===== config.mk =====
export PLATFORM = sky130hd
export DESIGN_NAME = pipeline_stall_flush_ctrl
export DESIGN_NICKNAME = d
export VERILOG_FILES = /design/src/rtl/pipeline_stall_flush_ctrl.sv
export SDC_FILE = /design/constraint.sdc
export NUM_CORES = 1
export LEC_CHECK = 0
export CAP_MARGIN = 20
export CORE_MARGIN = 8
export CORE_UTILIZATION = 49
export DETAILED_ROUTE_END_ITERATION = 16
export PLACE_DENSITY = 0.83
export REMOVE_ABC_BUFFERS = 1
export SYNTH_ARGS = -nofsm -noshare
export SYNTH_HDL_FRONTEND = slang
export SYNTH_SLANG_ARGS = --single-unit

===== constraint.sdc =====
create_clock -name clk -period 2.8 [get_ports clk]
set_input_delay 0.7 -clock clk [delete_from_list [all_inputs] [get_ports clk]]
set_output_delay 0.7 -clock clk [all_outputs]
set_load 0.01 [all_outputs]

===== src/rtl/pipeline_stall_flush_ctrl.sv =====
// pipeline_stall_flush_ctrl
//
// Turns the hazard unit's requests (load-use stall, taken branch) and the
// data-memory busy signal into per-cycle enables and bubbles for the PC,
// IF/ID and ID/EX registers, plus a PC redirect. A branch that resolves
// while memory is busy is held and replayed as soon as the freeze ends.
// Saturating counters keep hazard statistics.
//
// Ports:
//   clk, rst_n            rising-edge clock, async active-low reset
//   stall_req             load-use stall request (combinational)
//   flush_req             taken branch, one-cycle pulse
//   branch_target         redirect address qualified by flush_req
//   mem_busy              data memory not ready, freezes the whole pipeline
//   cnt_clr               synchronous clear of the statistics counters
//   pc_write, if_id_write, id_ex_write   register enables
//   if_id_flush, id_ex_flush             bubble insertion
//   pc_redirect, redirect_pc             PC mux select and address
//   state                 RUN=0, FLUSH=1, FREEZE=2
//   stall_count, flush_count, freeze_count   saturating statistics
module pipeline_stall_flush_ctrl #(
  parameter int XLEN         = 32,
  parameter int FLUSH_CYCLES = 1,
  parameter int CNT_WIDTH    = 16
) (
  input  logic                 clk,
  input  logic                 rst_n,
  input  logic                 stall_req,
  input  logic                 flush_req,
  input  logic [XLEN-1:0]      branch_target,
  input  logic                 mem_busy,
  input  logic                 cnt_clr,
  output logic                 pc_write,
  output logic                 if_id_write,
  output logic                 id_ex_write,
  output logic                 if_id_flush,
  output logic                 id_ex_flush,
  output logic                 pc_redirect,
  output logic [XLEN-1:0]      redirect_pc,
  output logic [1:0]           state,
  output logic [CNT_WIDTH-1:0] stall_count,
  output logic [CNT_WIDTH-1:0] flush_count,
  output logic [CNT_WIDTH-1:0] freeze_count
);

  typedef enum logic [1:0] {
    RUN    = 2'd0,
    FLUSH  = 2'd1,
    FREEZE = 2'd2
  } state_e;

  localparam int REM_W = 3;

  state_e               state_q, state_d;
  state_e               resume_q, resume_d;
  logic [REM_W-1:0]     remaining_q, remaining_d;
  logic                 pending_valid_q, pending_valid_d;
  logic [XLEN-1:0]      pending_pc_q, pending_pc_d;
  logic [CNT_WIDTH-1:0] stall_count_q, stall_count_d;
  logic [CNT_WIDTH-1:0] flush_count_q, flush_count_d;
  logic [CNT_WIDTH-1:0] freeze_count_q, freeze_count_d;

  logic   stall_inc, flush_inc, freeze_inc;
  logic   redirect_now;
  state_e eff_state;

  // While frozen, behave as the state we will resume into once memory frees up.
  assign eff_state    = (state_q == FREEZE) ? resume_q : state_q;
  assign redirect_now = flush_req | pending_valid_q;

  assign state        = state_q;
  assign stall_count  = stall_count_q;
  assign flush_count  = flush_count_q;
  assign freeze_count = freeze_count_q;

  always_ff @(posedge clk or negedge rst_n) begin
    if (!rst_n) begin
      state_q         <= RUN;
      resume_q        <= RUN;
      remaining_q     <= '0;
      pending_valid_q <= 1'b0;
      pending_pc_q    <= '0;
      stall_count_q   <= '0;
      flush_count_q   <= '0;
      freeze_count_q  <= '0;
    end else begin
      state_q         <= state_d;
      resume_q        <= resume_d;
      remaining_q     <= remaining_d;
      pending_valid_q <= pending_valid_d;
      pending_pc_q    <= pending_pc_d;
      stall_count_q   <= stall_count_d;
      flush_count_q   <= flush_count_d;
      freeze_count_q  <= freeze_count_d;
    end
  end

  always_comb begin
    state_d         = state_q;
    resume_d        = resume_q;
    remaining_d     = remaining_q;
    pending_valid_d = pending_valid_q;
    pending_pc_d    = pending_pc_q;
    stall_inc       = 1'b0;
    flush_inc       = 1'b0;
    freeze_inc      = 1'b0;

    if (mem_busy) begin
      // Remember where to go back to only on entry; remaining is left untouched.
      state_d    = FREEZE;
      freeze_inc = 1'b1;
      if (state_q != FREEZE) begin
        resume_d = state_q;
      end
      if (flush_req) begin
        pending_valid_d = 1'b1;
        pending_pc_d    = branch_target;
      end
    end else if (redirect_now) begin
      pending_valid_d = 1'b0;
      flush_inc       = 1'b1;
      resume_d        = RUN;
      if (FLUSH_CYCLES > 1) begin
        state_d     = FLUSH;
        remaining_d = REM_W'(FLUSH_CYCLES - 1);
      end else begin
        state_d     = RUN;
        remaining_d = '0;
      end
    end else if (eff_state == FLUSH) begin
      resume_d    = RUN;
      remaining_d = remaining_q - 1'b1;
      state_d     = (remaining_q <= REM_W'(1)) ? RUN : FLUSH;
    end else begin
      state_d   = RUN;
      resume_d  = RUN;
      stall_inc = stall_req;
    end
  end

  // Saturating statistics; a clear wins over any increment in the same cycle.
  always_comb begin
    stall_count_d  = stall_count_q;
    flush_count_d  = flush_count_q;
    freeze_count_d = freeze_count_q;
    if (cnt_clr) begin
      stall_count_d  = '0;
      flush_count_d  = '0;
      freeze_count_d = '0;
    end else begin
      if (stall_inc && (stall_count_q != '1))   stall_count_d  = stall_count_q + 1'b1;
      if (flush_inc && (flush_count_q != '1))   flush_count_d  = flush_count_q + 1'b1;
      if (freeze_inc && (freeze_count_q != '1)) freeze_count_d = freeze_count_q + 1'b1;
    end
  end

  // Outputs are forced to the idle pattern while reset is held, regardless of inputs.
  always_comb begin
    pc_write    = 1'b1;
    if_id_write = 1'b1;
    id_ex_write = 1'b1;
    if_id_flush = 1'b0;
    id_ex_flush = 1'b0;
    pc_redirect = 1'b0;
    redirect_pc = '0;

    if (!rst_n) begin
      pc_write = 1'b1;
    end else if (mem_busy) begin
      pc_write    = 1'b0;
      if_id_write = 1'b0;
      id_ex_write = 1'b0;
    end else if (redirect_now) begin
      pc_redirect = 1'b1;
      if_id_flush = 1'b1;
      id_ex_flush = 1'b1;
      redirect_pc = flush_req ? branch_target : pending_pc_q;
    end else if (eff_state == FLUSH) begin
      if_id_flush = 1'b1;
      id_ex_flush = 1'b1;
    end else if (stall_req) begin
      pc_write    = 1'b0;
      if_id_write = 1'b0;
      id_ex_flush = 1'b1;
    end
  end

endmodule


==> results.py <==
metrics = {
    "drt": {
        "drc": 0,
        "post_drt_wl_per_cell_um": 17.3,
        "wl_um": 12300,
        "avgViaCountPerCell": 5.57,
        "ant_nets": 0,
        "vias": 3949,
        "firstDrtPassIters": 4,
        "drt-initial-drc-count": 184,
    },
    "place": {
        "dp_hpwl_um": 9070,
        "gp_congestion": 0.806,
        "dp.cells": 695,
        "io_buffers": 125,
    },
    "die": {
        "pin_count": 126,
        "core_um2": 9200,
        "die_y_um": 113,
        "rows": 35,
        "dieWidth_um": 113,
        "die_area_um2": 12800,
        "initial_utilization_pct": 50.4,
    },
    "power": {
        "total_power_mw": 2.73,
        "vdd_ir_drop_max_v": 0.000236,
        "power_density_nw_per_um2": 437,
        "p_leak_nw": 2.77,
    },
    "clock_network": {
        "clockBufferDepth": 2,
        "cts_sinks": 88,
        "h-tree-depth": 3,
        "clock_latency_ps": 350,
        "cts_tree": "done",
        "numCtsBuffers": 9,
        "clk_pin_slew_ps": 90,
        "cts_setup_buffers": 0,
        "holdBufCountCts": 0,
        "cts-root-buf": "clkbuf_8",
    },
    "timing": {
        "setup_viol": 0,
        "skew_ps": 12.1,
        "drv_slew": 0,
        "rsz0062_at_grt": "no",
        "slew_headroom_pct": 46.9,
        "min_period_over_period_pct": 96.2,
        "fmax_mhz": 371,
        "hold_viol_final": 0,
        "worst_pin_slew_ps": 796,
        "min_period_ps": 2690,
        "holdWs_ps": 415,
        "fin_tns_setup_ps": 0,
    },
    "cells_and_area": {
        "mostFrequentLayoutCell": "dfrtp_1",
        "area_delta_synth_final_pct": 34.8,
        "final_nets": 637,
        "multi_input_area_um2": 2300,
        "layout_common_cells": "88 x dfrtp_1, 86 x clkdlybuf4s50_1, 78 x nor2_1, 36 x mux2i_1, 36 x dlygate4sd2_1",
        "diodes": 0,
        "fill_cells": 747,
        "final_cells": 709,
        "final_layout_size_suffix_gt1_share_pct": 12.5,
        "seqCellArea_um2": 2200,
    },
    "critical_path": {
        "r2r_start": "flush_count[0]",
        "critical_path.cell_chain": "clkdlybuf4s50_1 > buf_4 > nand2_1 > clkdlybuf4s50_1",
        "path_common_cell": "clkdlybuf4s50_1",
        "rrSetupSlack_ps": 630,
        "crit_required_ps": 2100,
        "cp.depth": 4,
        "cp.buffers_inverters": 3,
        "path_max_fanout": 12,
        "crit_arrival_ps": 1990,
        "slowest_stage": "clkdlybuf4s50_1",
        "criticalPathCategory": "in2out",
        "startpoint_type": "input port",
        "crit_family": "buffers and inverters",
        "reg2regPathDepth": 7,
        "crit_path_end_kind": "output pin",
        "worstReg2RegEnd": "flush_count[1]",
        "slowest_delay_ps": 550,
    },
    "global_routing": {
        "grt_util_all_layers_pct": 19.2,
        "grt_start_max_net_pins": 64,
        "grt_pass1_wl_um": 20200,
        "antenna_found_initial": 0,
        "overflow": 0,
        "grt_pass1_vias": 3968,
    },
    "synthesis": {
        "synth_edf_count": 0,
        "ys_seq_elements": 88,
        "yosysTopAreaCellShare_pct": 47.6,
        "netlist-cell-type-count": 39,
        "syn-cell-area_um2": 4630,
        "ys_warn_count": 0,
        "synth.avg_cell_area_um2": 9.96,
        "seq_area_frac_synth_pct": 47.6,
        "synth_async_sr_flop_share_pct": 100,
        "ys.flop_type": "dfrtp_1",
        "postSynthCellCount": 465,
        "synthTopCellsByArea": "dfrtp_1 48%, mux2_2 8.0%, mux2i_1 7.8%",
        "synth.largest_area_cell": "dfrtp_1",
    },
    "run_status": {
        "status": "complete, no violations",
    },
    "min_path": {
        "hp-class": "in2async",
    },
    "job": {
        "maxCapViolations": 0,
    },
}
synth_stat cells (3+ instances only):
| cell type | n |
|---|---|
| xnor2_1 | 23 |
| o21ai_0 | 14 |
| inv_1 | 8 |
| xor2_1 | 5 |
| or3_1 | 6 |
| a21oi_1 | 23 |
| nor2_1 | 79 |
| and4_1 | 6 |
| or4_1 | 6 |
| nand4_1 | 9 |
| mux2i_1 | 36 |
| and3_1 | 7 |
| nor3_1 | 10 |
| nor4b_1 | 4 |
| ha_1 | 4 |
| nand2b_1 | 3 |
| nand3_1 | 23 |
| nand2_1 | 26 |
| o31ai_1 | 5 |
| buf_2 | 5 |
| buf_1 | 6 |
| mux2_2 | 33 |
| dfrtp_1 | 88 |
| clkbuf_1 | 9 |
| nor4_1 | 10 |
cells by family (layout without fill, tap and decap cells):
kind of cell / count (synthesis) / after routing / share of synthesized area [%]
AOI/OAI and AO/OA: 48 / 48 / 5.94
xor gates and xnor gates: 28 / 28 / 5.30
adders and majority gates: 4 / 4 / 1.08
buffers and inverters: 31 / 164 / 3.05
DFF: 88 / 88 / 47.6
muxes: 69 / 69 / 15.8
and+or+nand+nor: 197 / 197 / 21.3
sequential cells by signal, indices dropped and copies added, names as in the netlist:
register,cells
freeze_count,16
remaining_q,3
pending_valid_q,1
pending_pc_q,32
resume_q,2
stall_count,16
state,2
flush_count,16
power by group:
group,total (mW),switching (mW),internal (mW)
clock network,0.941,0.426,0.515
registers,1.39,0.0447,1.35
logic,0.398,0.187,0.210
total,2.73,0.658,2.07
layout make-up:
| class | count | share of cell area (%) |
|---|---|---|
| clock inverter | 4 | 1.12 |
| clock buffer | 10 | 2.20 |
| timing repair buffer | 142 | 21.8 |
| sequential | 88 | 35.3 |
| multi-input combinational | 346 | 36.9 |
| tap | 111 | 2.22 |
| inverter | 8 | 0.481 |
layer usage:
layer	global-route usage [%]	vias to the layer above	routed length [um]
li1	-	1904	-
met1	24.4	1922	5540
met2	31.8	115	5970
met3	4.47	8	693
met4	5.77	0	91
met5	0	-	0
per-stage QoR:
step | area, um2 | setup slack, ps | utilization [%]
global route | 6240 | 56.4 | 67.9
global placement | 6050 | -180 | 65.8
floorplan | 4520 | 292 | -
CTS | 6230 | -64.2 | 67.8
detailed placement | 6050 | -234 | 65.8
finish | 6240 | 107 | 67.9
timing repair:
action / in CTS / in global routing
gates cloned: 0 / 0
setup endpoints to repair: 37 / 1
resized for setup: 40 / 3
pin swaps: 0 / 0
how the worst max path moves through the flow:
stage,startpoint,end,slack (ps)
detailed placement,mem_busy,redirect_pc[3],-230
global placement,mem_busy,redirect_pc[23],-180
finish,mem_busy,id_ex_write,110
floorplan,mem_busy,redirect_pc[0],290
CTS,mem_busy,pc_redirect,-60
global route,mem_busy,id_ex_write,60
No activity file was read; power rests on OpenSTA's default activity.
